### src/rtl/boot_sequencer.sv
// Boot sequencer: assembles UART bytes into a header plus program words for instruction
// memory while the core is held in reset, then hands further bytes to the core via a FIFO.
module boot_sequencer #(
   parameter int INST_ADDR_W = 14,
   parameter int FIFO_DEPTH  = 16
) (
   input  logic                   CLK,
   input  logic                   RSTN,
   input  logic [7:0]             rx_data,
   input  logic                   rx_valid,
   input  logic                   start,
   output logic                   imem_we,
   output logic [INST_ADDR_W-1:0] imem_addr,
   output logic [31:0]            imem_wdata,
   output logic                   cpu_rst,
   output logic                   load_done,
   output logic                   load_error,
   output logic                   cpu_in_valid,
   output logic [7:0]             cpu_in_data,
   input  logic                   cpu_in_pop,
   output logic                   fifo_overflow
);

   localparam int          PW         = $clog2(FIFO_DEPTH);
   localparam logic [32:0] IMEM_DEPTH = 33'd1 << INST_ADDR_W;
   localparam logic [PW:0] PTR_ONE    = {{PW{1'b0}}, 1'b1};

   typedef enum logic [1:0] {
      LOAD_HDR  = 2'd0,
      LOAD_BODY = 2'd1,
      RUN       = 2'd2
   } state_t;

   state_t                 state_q, state_d;
   logic [1:0]             byte_idx_q, byte_idx_d;
   logic [23:0]            shift_q, shift_d;
   logic [31:0]            word_idx_q, word_idx_d;
   logic [31:0]            hdr_n_q, hdr_n_d;
   logic                   imem_we_q, imem_we_d;
   logic [INST_ADDR_W-1:0] imem_addr_q, imem_addr_d;
   logic [31:0]            imem_wdata_q, imem_wdata_d;
   logic                   cpu_rst_q, cpu_rst_d;
   logic                   load_done_q, load_done_d;
   logic                   load_error_q, load_error_d;
   logic                   fifo_overflow_q, fifo_overflow_d;
   logic [PW:0]            wr_ptr_q, wr_ptr_d;
   logic [PW:0]            rd_ptr_q, rd_ptr_d;
   logic [7:0]             fifo_q [FIFO_DEPTH];
   logic [7:0]             fifo_d [FIFO_DEPTH];

   logic [31:0] word_s;
   logic        word_done_s;
   logic        hdr_too_big_s;
   logic        idx_in_range_s;
   logic        fifo_empty_s;
   logic        fifo_full_s;
   logic        pop_s;
   logic        push_req_s;

   // The incoming byte completes the word; start always takes precedence over rx_valid.
   assign word_s         = {shift_q, rx_data};
   assign word_done_s    = rx_valid && !start && (byte_idx_q == 2'd3) && (state_q != RUN);
   assign hdr_too_big_s  = ({1'b0, word_s} > IMEM_DEPTH);
   assign idx_in_range_s = ({1'b0, word_idx_q} < IMEM_DEPTH);
   assign fifo_empty_s   = (wr_ptr_q == rd_ptr_q);
   assign fifo_full_s    = (wr_ptr_q[PW] != rd_ptr_q[PW]) &&
                           (wr_ptr_q[PW-1:0] == rd_ptr_q[PW-1:0]);
   assign pop_s          = cpu_in_pop && !fifo_empty_s;
   assign push_req_s     = rx_valid && !start && (state_q == RUN);

   // Next-state, load sequencing and FIFO control.
   always_comb begin
      state_d         = state_q;
      byte_idx_d      = byte_idx_q;
      shift_d         = shift_q;
      word_idx_d      = word_idx_q;
      hdr_n_d         = hdr_n_q;
      imem_we_d       = 1'b0;
      imem_addr_d     = imem_addr_q;
      imem_wdata_d    = imem_wdata_q;
      load_done_d     = 1'b0;
      load_error_d    = load_error_q;
      fifo_overflow_d = fifo_overflow_q;
      wr_ptr_d        = wr_ptr_q;
      rd_ptr_d        = rd_ptr_q;
      fifo_d          = fifo_q;
      if (start) begin
         state_d         = LOAD_HDR;
         byte_idx_d      = 2'd0;
         shift_d         = 24'd0;
         word_idx_d      = 32'd0;
         load_error_d    = 1'b0;
         fifo_overflow_d = 1'b0;
         wr_ptr_d        = '0;
         rd_ptr_d        = '0;
      end else begin
         if (rx_valid && (state_q != RUN)) begin
            byte_idx_d = byte_idx_q + 2'd1;
            shift_d    = word_s[23:0];
         end else begin
            byte_idx_d = byte_idx_q;
         end
         case (state_q)
            LOAD_HDR: begin
               if (word_done_s) begin
                  hdr_n_d      = word_s;
                  word_idx_d   = 32'd0;
                  load_error_d = load_error_q | hdr_too_big_s;
                  if (word_s == 32'd0) begin
                     state_d     = RUN;
                     load_done_d = 1'b1;
                  end else begin
                     state_d = LOAD_BODY;
                  end
               end else begin
                  state_d = LOAD_HDR;
               end
            end
            LOAD_BODY: begin
               if (word_done_s) begin
                  // Words past the end of memory are counted but never written.
                  imem_we_d  = idx_in_range_s;
                  word_idx_d = word_idx_q + 32'd1;
                  if (idx_in_range_s) begin
                     imem_addr_d  = word_idx_q[INST_ADDR_W-1:0];
                     imem_wdata_d = word_s;
                  end else begin
                     imem_addr_d  = imem_addr_q;
                  end
                  if (word_idx_q == hdr_n_q - 32'd1) begin
                     state_d     = RUN;
                     load_done_d = 1'b1;
                  end else begin
                     state_d = LOAD_BODY;
                  end
               end else begin
                  state_d = LOAD_BODY;
               end
            end
            RUN: begin
               if (pop_s) begin
                  rd_ptr_d = rd_ptr_q + PTR_ONE;
               end else begin
                  rd_ptr_d = rd_ptr_q;
               end
               // A same-cycle pop frees the slot, so a full FIFO still accepts the byte.
               if (push_req_s && (!fifo_full_s || pop_s)) begin
                  fifo_d[wr_ptr_q[PW-1:0]] = rx_data;
                  wr_ptr_d                 = wr_ptr_q + PTR_ONE;
               end else if (push_req_s) begin
                  fifo_overflow_d = 1'b1;
               end else begin
                  fifo_overflow_d = fifo_overflow_q;
               end
            end
            default: begin
               state_d = LOAD_HDR;
            end
         endcase
      end
      cpu_rst_d = (state_d != RUN);
   end

   // State and output registers.
   always_ff @(posedge CLK or negedge RSTN) begin
      if (!RSTN) begin
         state_q         <= LOAD_HDR;
         byte_idx_q      <= 2'd0;
         shift_q         <= 24'd0;
         word_idx_q      <= 32'd0;
         hdr_n_q         <= 32'd0;
         imem_we_q       <= 1'b0;
         imem_addr_q     <= '0;
         imem_wdata_q    <= 32'd0;
         cpu_rst_q       <= 1'b1;
         load_done_q     <= 1'b0;
         load_error_q    <= 1'b0;
         fifo_overflow_q <= 1'b0;
         wr_ptr_q        <= '0;
         rd_ptr_q        <= '0;
         for (int i = 0; i < FIFO_DEPTH; i++) begin
            fifo_q[i] <= 8'd0;
         end
      end else begin
         state_q         <= state_d;
         byte_idx_q      <= byte_idx_d;
         shift_q         <= shift_d;
         word_idx_q      <= word_idx_d;
         hdr_n_q         <= hdr_n_d;
         imem_we_q       <= imem_we_d;
         imem_addr_q     <= imem_addr_d;
         imem_wdata_q    <= imem_wdata_d;
         cpu_rst_q       <= cpu_rst_d;
         load_done_q     <= load_done_d;
         load_error_q    <= load_error_d;
         fifo_overflow_q <= fifo_overflow_d;
         wr_ptr_q        <= wr_ptr_d;
         rd_ptr_q        <= rd_ptr_d;
         fifo_q          <= fifo_d;
      end
   end

   assign imem_we       = imem_we_q;
   assign imem_addr     = imem_addr_q;
   assign imem_wdata    = imem_wdata_q;
   assign cpu_rst       = cpu_rst_q;
   assign load_done     = load_done_q;
   assign load_error    = load_error_q;
   assign fifo_overflow = fifo_overflow_q;
   assign cpu_in_valid  = !fifo_empty_s;
   assign cpu_in_data   = fifo_q[rd_ptr_q[PW-1:0]];

endmodule

### config.mk
export PLATFORM = sky130hd
export DESIGN_NAME = boot_sequencer
export DESIGN_NICKNAME = d
export VERILOG_FILES = /design/src/rtl/boot_sequencer.sv
export SDC_FILE = /design/constraint.sdc
export NUM_CORES = 1
export LEC_CHECK = 0
export ABC_AREA = 1
export BUFFER_PORTS_ARGS = -buffer_cell sky130_fd_sc_hd__buf_2
export CORE_AREA = 4 4 151 153
export CTS_BUF_LIST = sky130_fd_sc_hd__clkbuf_4 sky130_fd_sc_hd__clkbuf_8 sky130_fd_sc_hd__clkbuf_16
export DETAILED_ROUTE_END_ITERATION = 10
export DIE_AREA = 0 0 155 157
export GPL_TIMING_DRIVEN = 1
export PLACE_DENSITY = 0.84
export SKIP_LAST_GASP = 1
export SYNTH_ARGS = -nofsm -noshare
export SYNTH_HDL_FRONTEND = slang
export SYNTH_SLANG_ARGS = --single-unit
### constraint.sdc
create_clock -name CLK -period 4.74 [get_ports CLK]
set_input_delay 0.474 -clock CLK [delete_from_list [all_inputs] [get_ports CLK]]
set_output_delay 0.474 -clock CLK [all_outputs]
set_load 0.05 [all_outputs]
== Word-level counts from Yosys, hierarchy flattened ==
Cells that the tools add are included.
Word-level totals
  bits in registers: 281
  logic and storage cells: 129
  bits of input ports: 13
  output and inout bits: 60
Cells by class
  add/sub/neg operators: 5
  bitwise gates (word level): 4
  mux-type cells: 42
  reduce and logical (&&, ||, !) cells: 31
  equality and inequality tests: 12
  order comparisons: 5
Operator list (number)
  128-bit bitwise mux: 1
  32-bit two-way mux: 3
  32-bit one-hot mux with 2 select lines: 1
  24-bit two-way mux: 2
  32-bit by 1-bit adder with 32-bit output (second input constant): 1
  8-bit binary-select mux with 4-bit select: 1
  8-bit demux with 4-bit select: 1
  32-bit equality test: 1
  32-bit by 15-bit greater-than comparator with 1-bit output (second input constant): 1
  32-bit logical NOT: 1
  32-bit by 15-bit < comparator with 1-bit output (second input constant): 1
  32-bit by 1-bit subtractor with 32-bit output (second input constant): 1
  5-bit two-way mux: 6
  8-bit two-way mux: 3
  1-bit two-way mux: 15
  2-bit two-way mux: 7
  2-bit nonzero test: 7
  3-bit AND reduction: 4
  5-bit by 1-bit adder with 5-bit output (second input constant): 2
  5-bit greater-or-equal comparator (second input constant): 2
  4-bit NOT with 5-bit output: 2
  1-bit logical AND: 9
  2-bit != test (second input constant): 3
  3-bit != test (second input constant): 2
  17 further kinds: 22

== Logic depth before layout (Yosys ltp) ==
  depth in word-level cells: 8
  depth in mapped cells: 17
  depth with buffers taken out: 17

== Worst setup path after synthesis ==
OpenSTA, ideal clock, no wires.
  path kind: register to output
  start: register rd_ptr_q[0]
  end: output port cpu_in_data[0]
  required time: 4.266 ns
  path slack: 2.410 ns
  stages on the path, launching flop included: 9
  path buffers: 3
  data arrival time: 1.856 ns
  cells stage by stage: dfrtp_1 clkbuf_1 inv_1 clkbuf_1 clkbuf_1 nor2_1 o22ai_1 nand2_1 nand3_1
Between the ends
  word-level cells in the longest chain between the ends: 4
Ends and longest elaborated chain
  start, declared: RTL line 47  | logic [PW:0] rd_ptr_q, rd_ptr_d;
  start signal, assigned: RTL line 198  | rd_ptr_q <= rd_ptr_d;
  4-bit NOT with 5-bit output (not written as such): RTL line 211  | assign cpu_in_data = fifo_q[rd_ptr_q[PW-1:0]];
  8-bit binary-select mux with 4-bit select: RTL line 211
  8-bit two-way mux (not written as such) (2 in a row): RTL line 211
  end, declared: RTL line 19  | output logic [7:0] cpu_in_data,
No other way between the ends. The select of a mux whose other input is x is not followed.

== Worst setup path in the final report ==
  start: register rd_ptr_q[0]
  end: output port cpu_in_data[4]
Same word-level chain as after synthesis.

==> impl_metrics.csv <==
group,metric,value,unit
synth,synth_edf_count,0,
grt,grt_pass1_wl,61.0,mm
grt,grt_antenna_before_repair,0,
synth,synth-adder-area-share,0.716,%
setup_path,crit_arrival,2.91,ns
layout,nNetsFinal,1757,
timing,min_period,3.38,ns
grt,grt_max_degree,105,
outcome,status,"finished clean",
grt,gr-total-overflow,0,
setup_path,worstPathRequired,4.27,ns
layout,final_layout_size_suffix_gt1_share,12.6,%
timing,tightest_slew,0.995,ns
cts,clk_latency,0.55,ns
job,max-cap-violations,0,
cts,cts_buffer_depth,3,
cts,clockRootBuffer,"clkbuf_16",
setup_path,cp-end-kind,"primary output",
die,std_cell_rows,54,
route,avgRoutedWirePerCell,18.3,um
die,io_pins,73,
cts,cts.sinks,281,
synth,syn_area_per_cell,8.23,um^2
timing,fin_skew,0.00852,ns
grt,groute.usage.overall,30.7,%
timing,fin_ws,1.36,ns
route,drt_iter0_markers,1582,
layout,diodes,0,
synth,synth-async-reset-ratio,100,%
timing,final.period_utilization,71.4,%
synth,yosysWarningCount,0,
power_and_ir_drop,power_density,342,nW/um^2
synth,synth-simple-area-share,24.1,%
timing,rsz0062_at_grt,"false",
route,routed_wl,37.3,mm
synth,synth_top_area_share,50.1,%
cts,cts_made_buffers,30,
cts,clkTransAtPathRegs,0.06,ns
synth,ys.flop_type,"dfrtp_1",
setup_path,crit_type,"flip-flop to primary output",
place,io_buffers,72,
die,core,21600,um^2
timing,drv_slew,0,
worst_hold_path,min_path_type,"input port to flip-flop",
synth,synth.mux.area_fraction,0,%
timing,setup_viol,0,
timing,finalSetupTns,0,ns
timing,report.final.hold_viol_count,0,
die,die_h,157,um
die,dieArea,24300,um^2
layout,syn_to_final_growth,10.2,%
synth,synth-compound-area-share,15.4,%
place,dp_hpwl,25.3,mm
synth,synth_top_family_by_area,"simple AND/OR/NAND/NOR gates",
grt,grt_pass1_vias,12100,
cts,cts_tree,"yes",
power_and_ir_drop,power_leakage,7.42,nW
timing,slew-limit-headroom,33.6,%
route,vias,12300,
die,dieWidth,155,um
timing,fin_worst_hold_slack,0.181,ns
synth,synthCells,1699,
synth,synth_area_leader_cell,"dfrtp_1",
place,placed_cells,1983,
timing,fmax,0.296,GHz
route,first_pass_iters,6,
route,drc_errors,0,
die,start_util,64.9,%
layout,mostFrequentLayoutCell,"nand2_1",
power_and_ir_drop,vdd.ir_drop.worst,0.381,mV
layout,instances_no_fill,2039,
cts,htree_levels,1,
route,ant_nets,0,
synth,ys_ff_latch,281,
place,place_ws,2.04,ns
synth,synth-xor-area-share,2.32,%
synth,synth.top_cells.by_area,"dfrtp_1 50%, nand2_1 10%, o21ai_0 6.9%, nor2_1 4.7%, o21ai_1 4.0%",
setup_path,worstPathMaxFanout,34,
place,gp_congestion,0.958,
route,via_per_inst,6.04,
synth,syn_area,14000,um^2
synth,syn_nets,1720,
layout,final_cell_mix,"373 x nand2_1, 279 x dfrtp_1, 193 x o21ai_0",
synth,synth_cell_types,47,
setup_path,startpoint_type,"flip-flop",
synth,ys_seq_area_share,50.3,%
-- per-stage QoR --
stage          cell area, um^2  power [mW]  utilization, %
5_1_grt                  15400        5.46            71.5
2_1_floorplan            14000        2.79               -
4_1_cts                  15400        5.29            71.5
3_5_place_dp             14400        2.95            66.8
3_3_place_gp             14400        2.93            66.8
6_report                 15400        5.27            71.5
-- flip-flops by register name, indices dropped and copies added, names as in the netlist, 2 cells and up --
name and count:
byte_idx_q 2, fifo_q 128, hdr_n_q 32, imem_addr 14
imem_wdata 32, rd_ptr_q 5, shift_q 24, state_q 2
word_idx_q 32, wr_ptr_q 5
-- layer usage --
metal	global-route usage, %	wire [um]	up-vias
met1	38.1	14400	5882
met5	0	0	-
met3	4.70	2350	170
met4	14.2	1970	0
met2	53.4	18500	570
li1	-	-	5685
-- final timing paths --
check,from,endpoint,slack [ns],depth (start not counted)
worst max-delay path,rd_ptr_q[0],cpu_in_data[4],1.36,7
worst min-delay path,rx_data[3],shift_q[3],0.18,3
worst max register to register,rd_ptr_q[1],fifo_q[30],1.96,10
worst min register to register,imem_addr[1],imem_addr[1],0.48,2
max in group asynchronous,RSTN,fifo_q[6],3.01,3
min in group asynchronous,RSTN,imem_wdata[27],0.55,2
-- critical path: stages, from the launching register on --
cell and delay, ns:
dfrtp_2 0.40, inv_1 0.72, buf_4 0.37, nor2_1 0.08
o221ai_1 0.25, nand3_1 0.13, nand3_1 0.12, buf_2 0.28
-- cells in the mapped netlist, types with 11 or more instances --
| master | count |
|---|---|
| inv_2 | 17 |
| o221ai_1 | 13 |
| a21oi_1 | 28 |
| nor2_1 | 176 |
| dfrtp_1 | 280 |
| nor3_1 | 21 |
| nand4_1 | 26 |
| o21ai_1 | 113 |
| nand2_2 | 12 |
| o22ai_1 | 32 |
| nand2_1 | 373 |
| nor2_4 | 15 |
| buf_2 | 12 |
| clkbuf_1 | 51 |
| nand3_1 | 58 |
| inv_1 | 144 |
| o21ai_0 | 193 |
| buf_6 | 11 |
| nor2_2 | 12 |
| xor2_1 | 29 |
-- layout make-up --
cell class              instances  area, um^2
flip-flops and latches        281        7030
fillers                      1638        6140
multi-input cells            1179        5950
clock buffers                  45         931
inverters                     162         608
repair buffers                 82         460
well taps                     280         350
clock inverters                10        78.8
-- power breakdown --
group          switching [mW]  internal, mW
logic                   0.302         0.112
registers              0.0535          2.44
clock network           0.955          1.40
total                    1.31          3.96
-- kinds of logic (layout without fill, tap and decap cells) --
group,after synthesis,in the layout
simple gates,733,733
compound gates,401,401
flops,281,281
buf+inv,239,299
xor+xnor,37,37
fa+ha+maj,8,8
-- repair_timing --
item	CTS	global route
resized for setup	0	0
endpoints found under the hold margin	7	0
hold buffers	1	0
setup buffers	0	0
Power figures use the tool's default switching activity.
